===== src/rtl/range_count_monitor.sv =====
// Checks the LO..HI count stream of the upstream range counter, pulses once per completed lap, and flags breaks.
// Latency: every output is registered, one cycle after the count sample it reflects.
// Backpressure: none; a new count is consumed on every clock edge.
module range_count_monitor #(
    parameter int DW       = 8,
    parameter int LO       = 3,
    parameter int HI       = 45,
    parameter int LOCK_LEN = 4,
    parameter int LAP_W    = 16,
    parameter int ERR_W    = 8
) (
    input  logic             clk,
    input  logic             rst,
    input  logic [DW-1:0]    count,
    input  logic             clr,
    output logic             locked,
    output logic             wrap_pulse,
    output logic [LAP_W-1:0] lap_count,
    output logic             err,
    output logic             err_sticky,
    output logic [ERR_W-1:0] err_count
);

    // The run counter only has to reach LOCK_LEN-1 before lock is declared.
    localparam int RUN_W = (LOCK_LEN > 1) ? $clog2(LOCK_LEN) : 1;

    localparam logic [DW-1:0]    LO_V      = DW'(LO);
    localparam logic [DW-1:0]    HI_V      = DW'(HI);
    localparam logic [RUN_W-1:0] RUN_LAST  = RUN_W'(LOCK_LEN - 1);
    localparam logic [LAP_W-1:0] LAP_MAX   = '1;
    localparam logic [ERR_W-1:0] ERR_MAX   = '1;

    typedef enum logic [1:0] {
        ST_UNLOCKED = 2'd0,
        ST_LOCKED   = 2'd1,
        ST_ERROR    = 2'd2
    } state_t;

    state_t            state_q,      state_d;
    logic [DW-1:0]     prev_q,       prev_d;
    logic              have_prev_q,  have_prev_d;
    logic [RUN_W-1:0]  match_run_q,  match_run_d;
    logic              wrap_pulse_q, wrap_pulse_d;
    logic              err_q,        err_d;
    logic              err_sticky_q, err_sticky_d;
    logic [LAP_W-1:0]  lap_count_q,  lap_count_d;
    logic [ERR_W-1:0]  err_count_q,  err_count_d;

    logic [DW-1:0]     exp_cnt;
    logic              in_range;
    logic              step_ok;
    logic              lap_step;

    // Expected next value of the ramp and whether the current sample continues it.
    always_comb begin
        exp_cnt  = (prev_q >= HI_V) ? LO_V : (prev_q + DW'(1));
        in_range = (count >= LO_V) && (count <= HI_V);
        step_ok  = have_prev_q && (count == exp_cnt) && in_range;
        lap_step = (prev_q == HI_V) && (count == LO_V);
    end

    // Lock FSM, lap/error bookkeeping and the clear path; clr wins over any increment.
    always_comb begin
        state_d      = state_q;
        prev_d       = count;
        have_prev_d  = 1'b1;
        match_run_d  = match_run_q;
        wrap_pulse_d = 1'b0;
        err_d        = 1'b0;
        err_sticky_d = err_sticky_q;
        lap_count_d  = lap_count_q;
        err_count_d  = err_count_q;

        unique case (state_q)
            ST_UNLOCKED: begin
                if (step_ok) begin
                    if (match_run_q == RUN_LAST) begin
                        state_d     = ST_LOCKED;
                        match_run_d = '0;
                    end else begin
                        match_run_d = match_run_q + RUN_W'(1);
                    end
                end else begin
                    match_run_d = '0;
                end
            end
            ST_LOCKED: begin
                if (step_ok) begin
                    // Only a HI->LO step closes a lap, so a lap in progress at lock time
                    // is counted once it reaches its own wrap.
                    if (lap_step) begin
                        wrap_pulse_d = 1'b1;
                        if (lap_count_q != LAP_MAX) begin
                            lap_count_d = lap_count_q + LAP_W'(1);
                        end
                    end
                end else begin
                    err_d        = 1'b1;
                    err_sticky_d = 1'b1;
                    if (err_count_q != ERR_MAX) begin
                        err_count_d = err_count_q + ERR_W'(1);
                    end
                    state_d = ST_ERROR;
                end
            end
            ST_ERROR: begin
                // One dead cycle: the sample here only seeds prev_q for the relock attempt.
                state_d     = ST_UNLOCKED;
                match_run_d = '0;
            end
            default: begin
                state_d     = ST_UNLOCKED;
                match_run_d = '0;
            end
        endcase

        if (clr) begin
            lap_count_d  = '0;
            err_count_d  = '0;
            err_sticky_d = 1'b0;
        end
    end

    // State and output registers, cleared immediately by the asynchronous reset.
    always_ff @(posedge clk or posedge rst) begin
        if (rst) begin
            state_q      <= ST_UNLOCKED;
            prev_q       <= '0;
            have_prev_q  <= 1'b0;
            match_run_q  <= '0;
            wrap_pulse_q <= 1'b0;
            err_q        <= 1'b0;
            err_sticky_q <= 1'b0;
            lap_count_q  <= '0;
            err_count_q  <= '0;
        end else begin
            state_q      <= state_d;
            prev_q       <= prev_d;
            have_prev_q  <= have_prev_d;
            match_run_q  <= match_run_d;
            wrap_pulse_q <= wrap_pulse_d;
            err_q        <= err_d;
            err_sticky_q <= err_sticky_d;
            lap_count_q  <= lap_count_d;
            err_count_q  <= err_count_d;
        end
    end

    assign locked     = (state_q == ST_LOCKED);
    assign wrap_pulse = wrap_pulse_q;
    assign err        = err_q;
    assign err_sticky = err_sticky_q;
    assign lap_count  = lap_count_q;
    assign err_count  = err_count_q;

endmodule


===== config.mk =====
export PLATFORM = sky130hd
export DESIGN_NAME = range_count_monitor
export DESIGN_NICKNAME = d
export VERILOG_FILES = /design/src/rtl/range_count_monitor.sv
export SDC_FILE = /design/constraint.sdc
export NUM_CORES = 1
export LEC_CHECK = 0
export ABC_AREA = 1
export CORE_ASPECT_RATIO = 0.7
export CORE_UTILIZATION = 60
export DETAILED_ROUTE_END_ITERATION = 16
export PLACE_DENSITY = 0.86
export SLEW_MARGIN = 30
export SYNTH_ARGS = -nofsm -noshare
export SYNTH_HDL_FRONTEND = slang
export SYNTH_SLANG_ARGS = --single-unit

===== constraint.sdc =====
create_clock -name clk -period 6.33 [get_ports clk]
set_input_delay 0.9495 -clock clk [delete_from_list [all_inputs] [get_ports clk]]
set_output_delay 0.9495 -clock clk [all_outputs]
set_load 0.01 [all_outputs]

==> impl_results.md <==
- DRT met1 WL: 3100 um
- Yosys top cell area share: 35.3%
- GRT Util Overall: 29.6%
- Relative max-transition margin: 36.2%
- Cts repair resizes: 0
- Maximum VDD drop: 104 uV
- PD cells: between 150 and 200 mW/mm^2
- Most frequent cell after synthesis: nand2_1
- Initial antenna violation count: 0
- Clock buffer depth: 2
- CTS Buf Count: 5
- Syn_area_per_cell: 7.61 um^2
- Max-cap violations: 0
- Met2 WL post-DR: 2910 um
- Setup Viol. Count Final: 0
- Final Skew: 0.00661 ns
- Worst Tran Pin Value: 0.954 ns
- Top cells by count, synth: nand2_1, nor2_1, dfrtp_1
- Synthesis Warnings: 0
- Worst skew pair latency: 0.30 ns
- Pre-CTS setup slack: 2.76 ns
- Die footprint: 0.00500 mm^2
- Top Layer Used: met4
- FMAX: roughly 0.3 GHz
- Non-filler cells, final: around 470
- Mapped cell area: 0.00283 mm^2
- Setup tns final: 0 ns
- Switching share of power: 26.8%
- Synth area leaders: dfrtp_1, nand2_1, nand3_1, nor2_1, nand3_2
- Die W: between 80 and 90 um
- CP required: 6.52 ns
- Clock-pin slew on the worst setup and hold paths: 0.08 ns
- Post-Route WL: 6680 um
- Core ar.: around 0.0044 mm^2
- Clock period minus worst slack: 3.34 ns
- Final ANT Viol Nets: 0
- CTS tree: done
- Worst Path Max Fanout: 28
- Hold Violations, Final: 0
- Startpoint types: input pin
- Flop pwr share: 48.7%
- Vias in the first global route: 2,396
- Final #Nets: roughly 430
- Postcts setup bufs: 0
- Clock Sinks: 40
- Pin count of the biggest net entering global routing: 41
- Std-Cell Rows: 20
- Root Buffer: clkbuf_8
- Combinational share of power: 13.2%
- Psw: 0.148 mW
- Cell taking the most area after synthesis: dfrtp_1
- Initial Utilization: 64.0%
- First-pass GRT wire length: 11,300 um
- H-tree levels: 2
- Detail Route met3 WL: 563 um
- Unrepaired setup endpoints after global routing: no
- IO buf count: 38
- Status: finished with violations
- CP Data Arrival Time: 3.52 ns
- Int Power: 0.404 mW
- Crit Path Category: in2reg
- Gr ovfl total: 0
- Hold WS: 0.470 ns
- Ys flop type: dfrtp_1
- Residual DRC count: 6
- Via count: 2,653
- Per-cell routed wire length: 14.4 um
- Cells after synthesis: 372
- Number of DRC markers in iteration 0: 247
- Die Ht: 59.5 um
- Synthesis-to-finish area growth: 18.3%
- DR vias/cell: 5.71
- Final period util: 52.7%
- #FFs+latches synth: 40
- Post-synth EDFFs: 0
- Cells after DPL: 457
- Failing checks: design-rule violations
- Antenna diodes: 0
- Placer Congestion: about 0.90
- DRT Pass-1 Iters: 11
- Hpwl dp: 4910 um
- Clock share of power: a little under two fifths
- Mapped Nets: 389
- PnR worst setup slack: 2.99 ns
- Distinct cells, synth: 37
- Final Slew Violations: 0
- CP Capture Type: register
- Hold crit path type: reg2reg
- Hold_buf cts: 0
- # IOs: 39
- Finished Core Util: 75.7%
- Share of layout cells above drive strength 1: 13.9%
- Pleak: 1.58 nW
- Seq/Total Area, Yosys: 35.3%
- Async SR Flop Fraction: between 90% and 100%
[cell type report]
| type | instances | area, um^2 |
|---|---|---|
| flip-flops and latches | 40 | 1000 |
| fillers | 335 | 1080 |
| clock inverters | 3 | 42.5 |
| inverters | 44 | 165 |
| clock buffers | 5 | 68.8 |
| well taps | 55 | 68.8 |
| multi-input cells | 278 | 1610 |
| repair buffers | 40 | 395 |
[registers in the layout (all words and copies together) (netlist names)]
signal / cells
lap_count: 16
err_count: 8
prev_q: 8
match_run_q: 2
state_q: 2
err: 1
err_sticky: 1
have_prev_q: 1
wrap_pulse: 1
[routing by layer]
layer / vias up / GRT usage, %
li1: 1311 / -
met1: 1203 / 41.8
met2: 123 / 45.1
met3: 16 / 7.10
met4: 0 / 9.85
met5: - / 0
[stage by stage]
step / total power [mW] / cell area, um^2
global placement: 0.343 / 3240
finish: 0.551 / 3350
CTS: 0.554 / 3350
detailed placement: 0.346 / 3240
floorplan: 0.320 / 2830
global route: 0.575 / 3350
[cells in the final DEF, fill, tap and decap left out, types with 2 or more instances in the layout]
master	synthesis	routed
dfrtp_1	40	40
nor2_8	2	2
o21ai_0	5	5
xor2_1	5	5
nand3b_1	2	2
clkbuf_8	0	5
a31oi_1	2	2
a21oi_1	2	2
nand2_4	2	2
nand3_4	3	3
nor3_1	8	8
nand2_1	83	83
nand3_2	15	15
nor2_4	5	5
nor2_2	5	5
buf_4	0	2
xnor2_1	4	4
nand3_1	38	38
inv_1	39	39
o21bai_1	3	3
inv_2	5	5
nor3b_1	4	4
clkdlybuf4s50_1	0	38
nand2_2	7	7
nor2_1	43	43
nand4_1	24	24
ha_1	6	6
[path summary, 6_finish.rpt]
kind                         startpoint             end  slack [ns]  cells after the start
max in group asynchronous           rst       prev_q[4]        4.90                      3
setup / recovery                    clr    err_count[1]        2.99                      5
hold reg to reg              state_q[1]      state_q[0]        0.47                      1
setup reg to reg           lap_count[0]   lap_count[13]        3.88                     13
min in group asynchronous           rst  match_run_q[1]        1.07                      3
hold / removal               state_q[1]      state_q[0]        0.47                      1
[logic make-up (layout without fill, tap and decap cells)]
group	count (synthesis)	count (layout)	synth area share, %
XOR/XNOR	9	9	2.78
other	1	1	0.132
AO/OA/AOI/OAI	17	17	4.46
AND/OR/NAND/NOR	245	245	46.8
adder cells (fa/ha/maj)	6	6	2.65
flip-flops	40	40	35.3
buffers and inverters	54	92	7.82
[power by group through the flow]
stage	Clock (mW)	Sequential, mW	Combinational [mW]
3_3_place_gp	0	0.273	0.0701
2_1_floorplan	0	0.273	0.0475
5_1_grt	0.224	0.269	0.0811
3_5_place_dp	0	0.273	0.0723
4_1_cts	0.213	0.268	0.0724
6_report	0.211	0.268	0.0726
[critical path, stage by stage]
cell and delay (ns):
clkdlybuf4s50_1 0.91, inv_2 0.72, nand2_1 0.57, nand4_1 0.30, nand2_1 0.08
Note: power is estimated with default switching activity, not from simulation.
==> patch (config.mk and constraints unchanged) <==
Re-encode `state_t` (3 states) as one-hot, 3 bits wide.
--- a/src/rtl/range_count_monitor.sv
+++ b/src/rtl/range_count_monitor.sv
@@ -30,10 +30,10 @@
     localparam logic [LAP_W-1:0] LAP_MAX   = '1;
     localparam logic [ERR_W-1:0] ERR_MAX   = '1;
 
-    typedef enum logic [1:0] {
-        ST_UNLOCKED = 2'd0,
-        ST_LOCKED   = 2'd1,
-        ST_ERROR    = 2'd2
+    typedef enum logic [2:0] {
+        ST_UNLOCKED = 3'b001,
+        ST_LOCKED   = 3'b010,
+        ST_ERROR    = 3'b100
     } state_t;
 
     state_t            state_q,      state_d;
Function: no difference found for any inputs over 10 cycles, from zero or initial values and one cycle with rst high; not proved beyond that.
==> patch against the unedited design <==
Power is 1.7% lower. Register-to-register slack hardly changed. Count of clock-buffer cells in the layout is 2 higher. Sequential cell count is 1 higher. Combinational power fell by 23%. Hold slack improved by 0.040 ns. Area after synthesis is 4.5% lower. Routed wire length down 14%. Fmax is 13% higher. Design area fell by 3.6%. Worst setup slack gained 0.39 ns. Critical path type unchanged. Highest routed layer unchanged.
==> patch: results (changes against the unedited design) <==
- Iter 0 DRT Violations: 174 (was 247)
- Tmin final: 2.95 ns (was 3.34 ns)
- GRT met3 Usage: 0.0866 (was 0.0710)
- Worst reg2reg setup slack: 3.87 ns (was 3.88 ns)
- Worst hold stages: 2 (was 1)
- DP HPWL: 4.32 mm (was 4.91 mm)
- Worst EP arrival: 3.18 ns (was 3.52 ns)
- Vias per Instance: 5.42 (was 5.71)
- Met2 GRT Util: 0.396 (was 0.451)
- Non-Filler Instances: 444 (was 465)
- Hold Path Origin: match_run_q[1]$_DFFE_PP0N_ (was state_q[1]$_DFFE_PP0P_)
- Setup crit end: lap_count[14]$_DFFE_PP0P_ (was err_count[1]$_DFFE_PP0P_)
- Dpl cell area: 3110 sq um (was 3240 sq um)
- Vias in the first global route: 2109 (was 2396)
- Reg2reg start: prev_q[0]$_DFF_PP0_ (was lap_count[0]$_DFFE_PP0P_)
- Largest cells by area after synthesis: dfrtp_1, nand2_1, nand3_1 (unchanged)
- XOR/XNOR Fraction of Synth Area: 0.0453 (was 0.0278)
- Largest net degree at the start of global routing: 42 (was 41)
- Layout cells sized above 1: 0.147 (was 0.139)
- DRC viols: 0 (was 6)
- Sw Share: 0.238 (was 0.268)
- Path depth of the worst reg2reg path: 16 (was 13)
- First-pass GRT wire length: 9.80 mm (was 11.3 mm)
- Nets@finish: 405 (was 426)
- Met3 routed WL: 400 um (was 563 um)
- Layout Skew: 0.00686 ns (was 0.00661 ns)
- Total GRT Usage: 0.277 (was 0.296)
- Sink of the worst hold path: match_run_q[1]$_DFFE_PP0N_ (was state_q[0]$_DFFE_PP0P_)
- Routability Congestion: 0.950 (was 0.900)
- GRT met1 Usage: 0.407 (was 0.418)
- M1 WL: 2.84 mm (was 3.10 mm)
- Pre-Repair DR Iteration Count: 5 (was 11)
- Worst VDD drop: 0.183 mV (was 0.104 mV)
- Seq/Total Area, Yosys: 0.380 (was 0.353)
- Worst Tran Pin Value: 0.632 ns (was 0.954 ns)
- Synth Net Count: 365 (was 389)
- Status: completed (was finished with violations)
- Synth top cells by count: nand2_1, nand3_1, nor2_1 (was nand2_1, nor2_1, dfrtp_1)
## patch: critical path, cell delays in order
cell and delay (ns):
clkdlybuf4s50_1 0.61, inv_1 0.15, nand2_1 0.09, nor2_1 0.04, inv_1 0.07, nor2_1 0.04, nor2_1 0.26, nand3_4 0.16
nor2_8 0.19, nand3_4 0.21, nand2_4 0.26, nand2_1 0.08, nand2_1 0.06
## patch: cell type report
cell class	instances	area, sq um
Timing Repair Buffer	39	388
Inverter	43	163
Clock buffer	7	86.3
Sequential cell	41	1030
Fill cell	324	1100
Clock inverter	1	30.0
Tap cell	55	68.8
Multi-Input combinational cell	258	1470
## patch: power groups by stage
stage	sequential (mW)	clock [mW]	combinational (mW)
2_1_floorplan	0.274	0	0.0387
3_3_place_gp	0.275	0	0.0550
3_5_place_dp	0.275	0	0.0561
4_1_cts	0.270	0.221	0.0564
5_1_grt	0.270	0.234	0.0631
6_report	0.270	0.216	0.0562
